$ cat src/rtl/lfsr_burst_arbiter_if.sv
// Bundle of request, reseed and data-stream signals for lfsr_burst_arbiter.
//
// Requester / consumer side (master modport drives these):
//   req         per-requester burst request, level
//   req_len     burst length of requester i in [i*LEN_W +: LEN_W]; 0 means 2^LEN_W words
//   reseed_req  request to load seed into the generator (hold until busy is seen)
//   seed        new generator state
//   data_ready  consumer accepts the current beat
// Arbiter side (slave modport drives these):
//   gnt         one-hot grant, held for the whole burst
//   data_out    current generator state, valid when data_valid
//   data_valid  beat valid
//   data_id     index of the granted requester
//   done        one-cycle pulse coincident with the accepted last beat
//   busy        high while bursting or reseeding
interface lfsr_burst_arbiter_if #(
  parameter int unsigned NUM_REQ = 4,
  parameter int unsigned LEN_W   = 8,
  parameter int unsigned ID_W    = 2
);

  logic [NUM_REQ-1:0]       req;
  logic [NUM_REQ*LEN_W-1:0] req_len;
  logic                     reseed_req;
  logic [48:0]              seed;
  logic                     data_ready;

  logic [NUM_REQ-1:0]       gnt;
  logic [48:0]              data_out;
  logic                     data_valid;
  logic [ID_W-1:0]          data_id;
  logic                     done;
  logic                     busy;

  modport master (
    output req,
    output req_len,
    output reseed_req,
    output seed,
    output data_ready,
    input  gnt,
    input  data_out,
    input  data_valid,
    input  data_id,
    input  done,
    input  busy
  );

  modport slave (
    input  req,
    input  req_len,
    input  reseed_req,
    input  seed,
    input  data_ready,
    output gnt,
    output data_out,
    output data_valid,
    output data_id,
    output done,
    output busy
  );

endinterface

$ cat src/rtl/lfsr_burst_arbiter.sv
// Round-robin sharing of one 49-bit PRBS generator between NUM_REQ requesters.
// Each grant streams a burst of consecutive generator words over valid/ready; the
// generator only advances on accepted beats, so no word is lost or duplicated
// across requesters. Reseeding is sequenced between bursts.
//
// Ports:
//   clk      single clock, rising edge
//   reset_n  asynchronous active-low reset; aborts any burst/reseed without done
//   bus      lfsr_burst_arbiter_if.slave: requests, reseed, data stream, status
module lfsr_burst_arbiter #(
  parameter int unsigned NUM_REQ    = 4,
  parameter int unsigned LEN_W      = 8,
  parameter int unsigned ID_W       = 2,
  parameter logic [48:0] INIT_VALUE = 49'h1_55AA_AA55_55AA
) (
  input  logic                 clk,
  input  logic                 reset_n,
  lfsr_burst_arbiter_if.slave  bus
);

  typedef enum logic [1:0] {
    StIdle,
    StReseed,
    StBurst
  } state_e;

  // All-ones is the lock-up state of the XNOR feedback; never load it.
  localparam logic [48:0]    LockUp  = {49{1'b1}};
  localparam logic [LEN_W:0] CntOne  = (LEN_W+1)'(1);
  localparam logic [LEN_W:0] CntFull = {1'b1, {LEN_W{1'b0}}};
  localparam logic [ID_W-1:0] LastIdx = ID_W'(NUM_REQ - 1);

  state_e               state_q, state_d;
  logic [48:0]          lfsr_q, lfsr_d;
  logic [LEN_W:0]       cnt_q, cnt_d;
  logic [ID_W-1:0]      ptr_q, ptr_d;
  logic [ID_W-1:0]      id_q, id_d;
  logic [NUM_REQ-1:0]   gnt_q, gnt_d;

  logic                 pick_valid;
  logic [ID_W-1:0]      pick_idx;
  logic [NUM_REQ-1:0]   pick_oh;
  logic [LEN_W-1:0]     pick_len;
  logic [LEN_W:0]       pick_cnt;
  logic [48:0]          lfsr_step;
  logic [48:0]          seed_safe;
  logic                 in_burst;
  logic                 accept;
  logic                 last_beat;

  // ---------------------------------------------------------------------------
  // Round-robin pick: first asserted request at or above the pointer, otherwise
  // the first asserted request from index 0 (the wrapped part of the search).
  // ---------------------------------------------------------------------------
  always_comb begin
    pick_valid = 1'b0;
    pick_idx   = '0;
    pick_oh    = '0;
    pick_len   = '0;
    for (int unsigned i = 0; i < NUM_REQ; i++) begin
      if (!pick_valid && bus.req[i] && (ID_W'(i) >= ptr_q)) begin
        pick_valid = 1'b1;
        pick_idx   = ID_W'(i);
        pick_oh    = '0;
        pick_oh[i] = 1'b1;
        pick_len   = bus.req_len[i*LEN_W +: LEN_W];
      end
    end
    for (int unsigned i = 0; i < NUM_REQ; i++) begin
      if (!pick_valid && bus.req[i]) begin
        pick_valid = 1'b1;
        pick_idx   = ID_W'(i);
        pick_oh    = '0;
        pick_oh[i] = 1'b1;
        pick_len   = bus.req_len[i*LEN_W +: LEN_W];
      end
    end
  end

  // A zero length field encodes the full 2^LEN_W burst.
  assign pick_cnt  = (pick_len == '0) ? CntFull : {1'b0, pick_len};

  assign lfsr_step = {lfsr_q[47:0], ~(lfsr_q[48] ^ lfsr_q[39])};
  assign seed_safe = (bus.seed == LockUp) ? INIT_VALUE : bus.seed;

  assign in_burst  = (state_q == StBurst);
  assign accept    = in_burst && bus.data_ready;
  assign last_beat = accept && (cnt_q == CntOne);

  // ---------------------------------------------------------------------------
  // Next-state logic
  // ---------------------------------------------------------------------------
  always_comb begin
    state_d = state_q;
    lfsr_d  = lfsr_q;
    cnt_d   = cnt_q;
    ptr_d   = ptr_q;
    id_d    = id_q;
    gnt_d   = gnt_q;

    case (state_q)
      StIdle: begin
        if (bus.reseed_req) begin
          state_d = StReseed;
        end else if (pick_valid) begin
          state_d = StBurst;
          gnt_d   = pick_oh;
          id_d    = pick_idx;
          cnt_d   = pick_cnt;
          ptr_d   = (pick_idx == LastIdx) ? '0 : pick_idx + 1'b1;
        end
      end

      StReseed: begin
        lfsr_d  = seed_safe;
        state_d = StIdle;
      end

      StBurst: begin
        if (accept) begin
          lfsr_d = lfsr_step;
          cnt_d  = cnt_q - 1'b1;
          if (cnt_q == CntOne) begin
            gnt_d   = '0;
            state_d = StIdle;
          end
        end
      end

      default: begin
        state_d = StIdle;
        gnt_d   = '0;
      end
    endcase
  end

  // ---------------------------------------------------------------------------
  // State registers
  // ---------------------------------------------------------------------------
  always_ff @(posedge clk or negedge reset_n) begin
    if (!reset_n) begin
      state_q <= StIdle;
      lfsr_q  <= INIT_VALUE;
      cnt_q   <= '0;
      ptr_q   <= '0;
      id_q    <= '0;
      gnt_q   <= '0;
    end else begin
      state_q <= state_d;
      lfsr_q  <= lfsr_d;
      cnt_q   <= cnt_d;
      ptr_q   <= ptr_d;
      id_q    <= id_d;
      gnt_q   <= gnt_d;
    end
  end

  // ---------------------------------------------------------------------------
  // Outputs: data and id are forced to zero outside a burst so the stream is
  // quiet while idle, reseeding or in reset.
  // ---------------------------------------------------------------------------
  assign bus.gnt        = gnt_q;
  assign bus.data_valid = in_burst;
  assign bus.data_out   = in_burst ? lfsr_q : '0;
  assign bus.data_id    = in_burst ? id_q : '0;
  assign bus.done       = last_beat;
  assign bus.busy       = (state_q != StIdle);

endmodule

$ cat src/flat_wrapper.sv
// flat-port wrapper written by rule: the top's interface ports become plain ports
module lfsr_burst_arbiter_flat 
#(
  parameter int unsigned NUM_REQ    = 4,
  parameter int unsigned LEN_W      = 8,
  parameter int unsigned ID_W       = 2,
  parameter logic [48:0] INIT_VALUE = 49'h1_55AA_AA55_55AA
)
  (clk, reset_n, bus_req, bus_req_len, bus_reseed_req, bus_seed, bus_data_ready, bus_gnt, bus_data_out, bus_data_valid, bus_data_id, bus_done, bus_busy);
  lfsr_burst_arbiter_if #(.NUM_REQ(NUM_REQ), .LEN_W(LEN_W), .ID_W(ID_W)) bus_i ();
  input  logic clk;
  input  logic reset_n;
  input wire logic [$bits(bus_i.req)-1:0] bus_req;
  input wire logic [$bits(bus_i.req_len)-1:0] bus_req_len;
  input wire logic [$bits(bus_i.reseed_req)-1:0] bus_reseed_req;
  input wire logic [$bits(bus_i.seed)-1:0] bus_seed;
  input wire logic [$bits(bus_i.data_ready)-1:0] bus_data_ready;
  output wire logic [$bits(bus_i.gnt)-1:0] bus_gnt;
  output wire logic [$bits(bus_i.data_out)-1:0] bus_data_out;
  output wire logic [$bits(bus_i.data_valid)-1:0] bus_data_valid;
  output wire logic [$bits(bus_i.data_id)-1:0] bus_data_id;
  output wire logic [$bits(bus_i.done)-1:0] bus_done;
  output wire logic [$bits(bus_i.busy)-1:0] bus_busy;
  assign bus_i.req = bus_req;
  assign bus_i.req_len = bus_req_len;
  assign bus_i.reseed_req = bus_reseed_req;
  assign bus_i.seed = bus_seed;
  assign bus_i.data_ready = bus_data_ready;
  assign bus_gnt = bus_i.gnt;
  assign bus_data_out = bus_i.data_out;
  assign bus_data_valid = bus_i.data_valid;
  assign bus_data_id = bus_i.data_id;
  assign bus_done = bus_i.done;
  assign bus_busy = bus_i.busy;
  lfsr_burst_arbiter #(.NUM_REQ(NUM_REQ), .LEN_W(LEN_W), .ID_W(ID_W), .INIT_VALUE(INIT_VALUE)) u_core (.clk(clk), .reset_n(reset_n), .bus(bus_i));
endmodule
$ cat config.mk
export PLATFORM = sky130hd
export DESIGN_NAME = lfsr_burst_arbiter_flat
export DESIGN_NICKNAME = d
export VERILOG_FILES = /design/src/rtl/lfsr_burst_arbiter_if.sv /design/src/rtl/lfsr_burst_arbiter.sv /design/src/flat_wrapper.sv
export SDC_FILE = /design/constraint.sdc
export NUM_CORES = 1
export LEC_CHECK = 0
export BUFFER_PORTS_ARGS = -buffer_cell sky130_fd_sc_hd__buf_4
export CORE_MARGIN = 4
export CORE_UTILIZATION = 40
export CTS_BUF_LIST = sky130_fd_sc_hd__clkbuf_2 sky130_fd_sc_hd__clkbuf_4 sky130_fd_sc_hd__clkbuf_8
export DETAILED_ROUTE_END_ITERATION = 10
export PLACE_DENSITY = 0.66
export SYNTH_ARGS = -nofsm -noshare
export SYNTH_HDL_FRONTEND = slang
export SYNTH_SLANG_ARGS = --single-unit
$ cat constraint.sdc
create_clock -name clk -period 4.8 [get_ports clk]
set_input_delay 0.96 -clock clk [delete_from_list [all_inputs] [get_ports clk]]
set_output_delay 0.96 -clock clk [all_outputs]
set_load 0.01 [all_outputs]
=== Word level (Yosys, flattened, before mapping) ===
Index checks and enable logic that the tools add are counted.

* Flip-flop bits (word level): 68
* Output and inout bits: 58
* Bits of input ports: 89

* Bitwise logic cells: 4
* Muxes and demuxes: 52
* Magnitude comparators: 4
* Reduce and logical (&&, ||, !) cells: 30
* $add $sub $neg: 2
* Equal/unequal tests: 10

{| class="wikitable"
|+ Operators by type and width
! cell !! count
|-
| 2-to-1 mux 49 bit || 3
|-
| one-hot mux 49 bit (2 select lines) || 1
|-
| 2-to-1 mux 8 bit || 8
|-
| == test 49 bit (second input constant) || 1
|-
| 2-to-1 mux 4 bit || 11
|-
| 2-to-1 mux 9 bit || 4
|-
| 2-to-1 mux 2 bit || 12
|-
| one-hot mux 9 bit (2 select lines) || 1
|-
| logical AND 1 bit || 13
|-
| one-hot mux 4 bit (3 select lines) || 1
|-
| 2-to-1 mux 1 bit || 10
|-
| == test 9 x 1 -> 1 bit (second input constant) || 1
|-
| subtractor 9 x 1 -> 9 bit (second input constant) || 1
|-
| zero test 8 bit || 1
|-
| zero test 1 bit || 7
|-
| != test 2 bit (second input constant) || 3
|-
| AND reduction 3 bit || 2
|-
| nonzero test 2 bit || 3
|-
| AND reduction 5 bit || 1
|-
| == test 2 bit (second input constant) || 2
|-
| >= comparator 1 x 2 -> 1 bit (first input constant) || 2
|-
| >= comparator 2 bit (first input constant) || 2
|-
| one-hot mux 2 bit (2 select lines) || 1
|-
| AND reduction 4 bit || 1
|-
| other kinds (8) || 10
|}

=== Depth between registers and ports, before layout ===
* Depth after elaboration: 32
* Depth in mapped cells: 9
* Depth with buffers taken out: 8

=== Least setup slack after synthesis ===
Ideal clock, no wire load.

* Kind: input -> register
* From: input bus_req[1]
* To: register u_core.cnt_q[8]
* Path buffers: 1
* Slack: 2.059 ns
* Library setup time: 0.077 ns
* Data arrival time: 2.664 ns
* Stages: 8
* Data required time: 4.723 ns
* Path through: buf_2 > or3b_1 > a31oi_1 > or2b_1 > o211a_1 > a222oi_1 > nand4_1 > o21ai_1

* Word-level cells in the longest chain between the ends: 28

{| class="wikitable"
|+ Ends and longest elaborated chain
! element !! RTL line !! RTL
|-
| start, declared || flat_wrapper.sv:13 || <nowiki>input wire logic [$bits(bus_i.req)-1:0] bus_req;</nowiki>
|-
| logical AND 1 bit (2 in a row) || lfsr_burst_arbiter.sv:61 || <nowiki>if (!pick_valid && bus.req[i] && (ID_W'(i) >= ptr_q)) begin</nowiki>
|-
| 2-to-1 mux 1 bit || lfsr_burst_arbiter.sv:61 ||
|-
| zero test 1 bit || lfsr_burst_arbiter.sv:61 ||
|-
| logical AND 1 bit (2 in a row) || lfsr_burst_arbiter.sv:61 ||
|-
| 2-to-1 mux 1 bit || lfsr_burst_arbiter.sv:61 ||
|-
| zero test 1 bit || lfsr_burst_arbiter.sv:61 ||
|-
| logical AND 1 bit (2 in a row) || lfsr_burst_arbiter.sv:61 ||
|-
| 2-to-1 mux 1 bit || lfsr_burst_arbiter.sv:61 ||
|-
| (+9 left out) || - ||
|-
| zero test 1 bit || lfsr_burst_arbiter.sv:70 || <nowiki>if (!pick_valid && bus.req[i]) begin</nowiki>
|-
| logical AND 1 bit || lfsr_burst_arbiter.sv:70 ||
|-
| 2-to-1 mux 8 bit || lfsr_burst_arbiter.sv:70 ||
|-
| zero test 8 bit || lfsr_burst_arbiter.sv:81 || <nowiki>assign pick_cnt = (pick_len == '0) ? CntFull : {1'b0, pick_len};</nowiki>
|-
| 2-to-1 mux 9 bit || lfsr_burst_arbiter.sv:81 ||
|-
| 2-to-1 mux 9 bit || lfsr_burst_arbiter.sv:105 || <nowiki>end else if (pick_valid) begin</nowiki>
|-
| 2-to-1 mux 9 bit || lfsr_burst_arbiter.sv:103 || <nowiki>if (bus.reseed_req) begin</nowiki>
|-
| one-hot mux 9 bit (2 select lines) || lfsr_burst_arbiter.sv:101 || <nowiki>case (state_q)</nowiki>
|-
| end signal, assigned || lfsr_burst_arbiter.sv:151 || <nowiki>cnt_q <= cnt_d;</nowiki>
|-
| end, declared || lfsr_burst_arbiter.sv:35 || <nowiki>logic [LEN_W:0] cnt_q, cnt_d;</nowiki>
|}

Several ways; a longest one is shown, not always the timed one. The select of a mux whose other input is x is not followed.
A chain may end at the register's enable or synchronous reset.

=== Worst setup path after layout ===
* From: register u_core.cnt_q[5]
* To: output bus_done

* Word-level cells in the longest chain between the ends: 2

{| class="wikitable"
|+ Ends and longest elaborated chain
! element !! RTL line !! RTL
|-
| == test 9 x 1 -> 1 bit || lfsr_burst_arbiter.sv:88 || <nowiki>assign last_beat = accept && (cnt_q == CntOne);</nowiki>
|-
| logical AND 1 bit || lfsr_burst_arbiter.sv:88 ||
|-
| end, declared || flat_wrapper.sv:22 || <nowiki>output wire logic [$bits(bus_i.done)-1:0] bus_done;</nowiki>
|}

No other way between the ends.

==> results.ini <==
[outcome]
status=finished clean

[flow_run]
max_cap_viol_count=0

[die]
design.core.area_sq_um=9820
rows=36
initial_core_util=0.412
die_y_microns=109
io_pins=147
die-area_sq_um=11800
die_x_microns=109

[critical_path]
crit_start=u_core.cnt_q[5]
cp-start-kind=register
r2r-end=u_core.cnt_q[8]
critical_path_class=register to primary output
critPathArrivalTime_ns=2.19
endpoint=bus_done
crit_path_end_kind=primary output
r2r_cells=7
regToRegSetupSlack_ns=2.12
reg2reg_from=u_core.ptr_q[0]
worstPathMaxFanout=6
cp_data_required_time_ns=3.84

[drt]
detail_route.wl_per_cell_microns=16.7
routed_wirelength_microns=12700
drc=0
drtIter0Drc=274
postRouteAntennaNets=0
first_pass_iters=5
drt-vias-per-instance=5.43
num_vias=4141

[final_layout]
fin_util=0.556
nets=715
fin_area_sq_um=5460
area_growth_pct=35.0
fillers=944
final_common_cell=buf_4
layout_common_cells=152 x buf_4, 73 x nand2_1, 67 x a21oi_1, 67 x o21ai_0, 53 x and2_1
drive_gt1_frac=0.313
num_antenna_cells=0

[power]
power.density_nw_per_um2=599
leakage_nw=2.48
fin_total_pwr_w=0.00327
peakVddDrop_mv=0.319

[synthesis]
synthCells=496
syn_area_per_cell_sq_um=8.16
ys.flop_type=dfrtp_1
synth_cell_types=53
synth-edff-count=0
ys_async_sr_fraction=1.00
ys.warnings.count=0
seq_area_frac_synth=0.428
yosys_register_bits=68
synth_nets=587
synth_area_sq_um=4050

[clock_tree]
cts_tree=done
cts_resized=0
path_clk_slew_ns=0.07
cts_hold_buffers=0
htreeDepth=3
clk_path_buf_depth=2
clk_latency_ns=0.33
cts_inserted_buffers=9
root_buffer=clkbuf_8
clock-sinks=68
post-cts-setup-buffers=0

[grt]
globalRouteOverflowTotal=0
grt_pass1_wl_microns=20400
antenna_found_initial=0
grt_max_degree=69
grt_pass1_vias=4114
grt.total_usage=0.216

[sta]
period_share=0.657
clock.fmax_ghz=0.317
period_minus_slack_ns=3.15
report.final.slew_viol_count=0
hold_viol_final=0
skew_ns=0.00582
grt_setup_unrepaired=false
finalSetupTns_ns=0
tightestPinTransition_ns=0.970
setup_viol=0
maxSlewHeadroom=0.353

[placed_design]
hpwl_microns=9540
gp_congestion=0.916
port_buffers=146
dpl-instance-area_sq_um=5230

[worst_hold_path]
hold_path.class=register to register

[Yosys cell counts, drive strengths merged (3+ instances only)]
cell    instances  area share
nand2          73       0.068
a21oi          68       0.084
o21ai          68       0.084
and2           54       0.083
dfrtp          43        0.27
clkbuf         29       0.027
dfstp          25        0.16
nand4          14       0.022
nor2           14       0.013
nand3          11       0.014
inv             8      0.0074
nand2b          7       0.011
buf             6      0.0093
nor4            6      0.0093
a221o           5       0.012
a221oi          5       0.011
and3            5      0.0077
a32o            4      0.0099
nor2b           4      0.0062
a21o            3      0.0056
a31oi           3      0.0046
and4            3      0.0065
nor3            3      0.0037
o21a            3      0.0056
[layer usage]
layer	vias up	global-route usage	wire length, microns
li1	2026	-	-
met2	138	0.356	6120
met3	19	0.0343	650
met4	0	0.0640	254
met5	-	0	0
met1	1958	0.293	5670
[flip-flops by register name, summed over array words and instances (netlist names)]
register,flops
u_core.id_q,2
u_core.cnt_q,9
u_core.state_q,2
u_core.bus.gnt,4
u_core.lfsr_q,49
u_core.ptr_q,2
[worst min path at each step]
| stage | from | end | cells past startpoint |
|---|---|---|---|
| floorplan | u_core.id_q[0] | u_core.id_q[0] | 1 |
| global placement | u_core.lfsr_q[43] | u_core.lfsr_q[43] | 2 |
| detailed placement | u_core.lfsr_q[38] | u_core.lfsr_q[38] | 2 |
| CTS | u_core.lfsr_q[38] | u_core.lfsr_q[38] | 2 |
| global route | u_core.lfsr_q[29] | u_core.lfsr_q[29] | 2 |
| finish | u_core.lfsr_q[46] | u_core.lfsr_q[46] | 2 |
[report_power, final]
group,internal [W],total (W),switching [W]
clock,0.000334,0.000547,0.000213
sequential,0.000893,0.00107,0.000173
combinational,0.000704,0.00166,0.000955
[cell type report]
class | count | area [sq um] | share of cell area
inverters | 8 | 30.0 | 0.00550
well taps | 133 | 166 | 0.0305
clock inverters | 4 | 70.1 | 0.0128
clock buffers | 12 | 165 | 0.0302
flip-flops and latches | 68 | 1730 | 0.317
repair buffers | 152 | 1140 | 0.209
multi-input cells | 385 | 2160 | 0.395
[through the flow]
| stage | setup slack [ns] | hold slack, ns | instances |
|---|---|---|---|
| detailed placement | 1.58 | 0.462 | 746 |
| CTS | 1.63 | 0.479 | 762 |
| finish | 1.65 | 0.477 | 762 |
| floorplan | 2.06 | 0.441 | 496 |
| global placement | 1.65 | 0.453 | 746 |
| global route | 1.51 | 0.497 | 762 |
[worst max-delay path, cell delays in order, from the launching register on]
cell,delay [ns]
dfrtp_1,0.43
or4_1,0.60
nor4_1,0.49
and2_1,0.21
buf_4,0.12
[kinds of logic (layout without fill, tap and decap cells)]
family	after synthesis	after routing	synth area share
adders and majority gates	2	2	0.00618
and+or+nand+nor	203	203	0.261
muxes	1	1	0.00247
buffers and inverters	43	176	0.0436
AOI/OAI and AO/OA	177	177	0.255
DFF	68	68	0.428
xor gates and xnor gates	2	2	0.00433
Power figures use the tool's default switching activity.
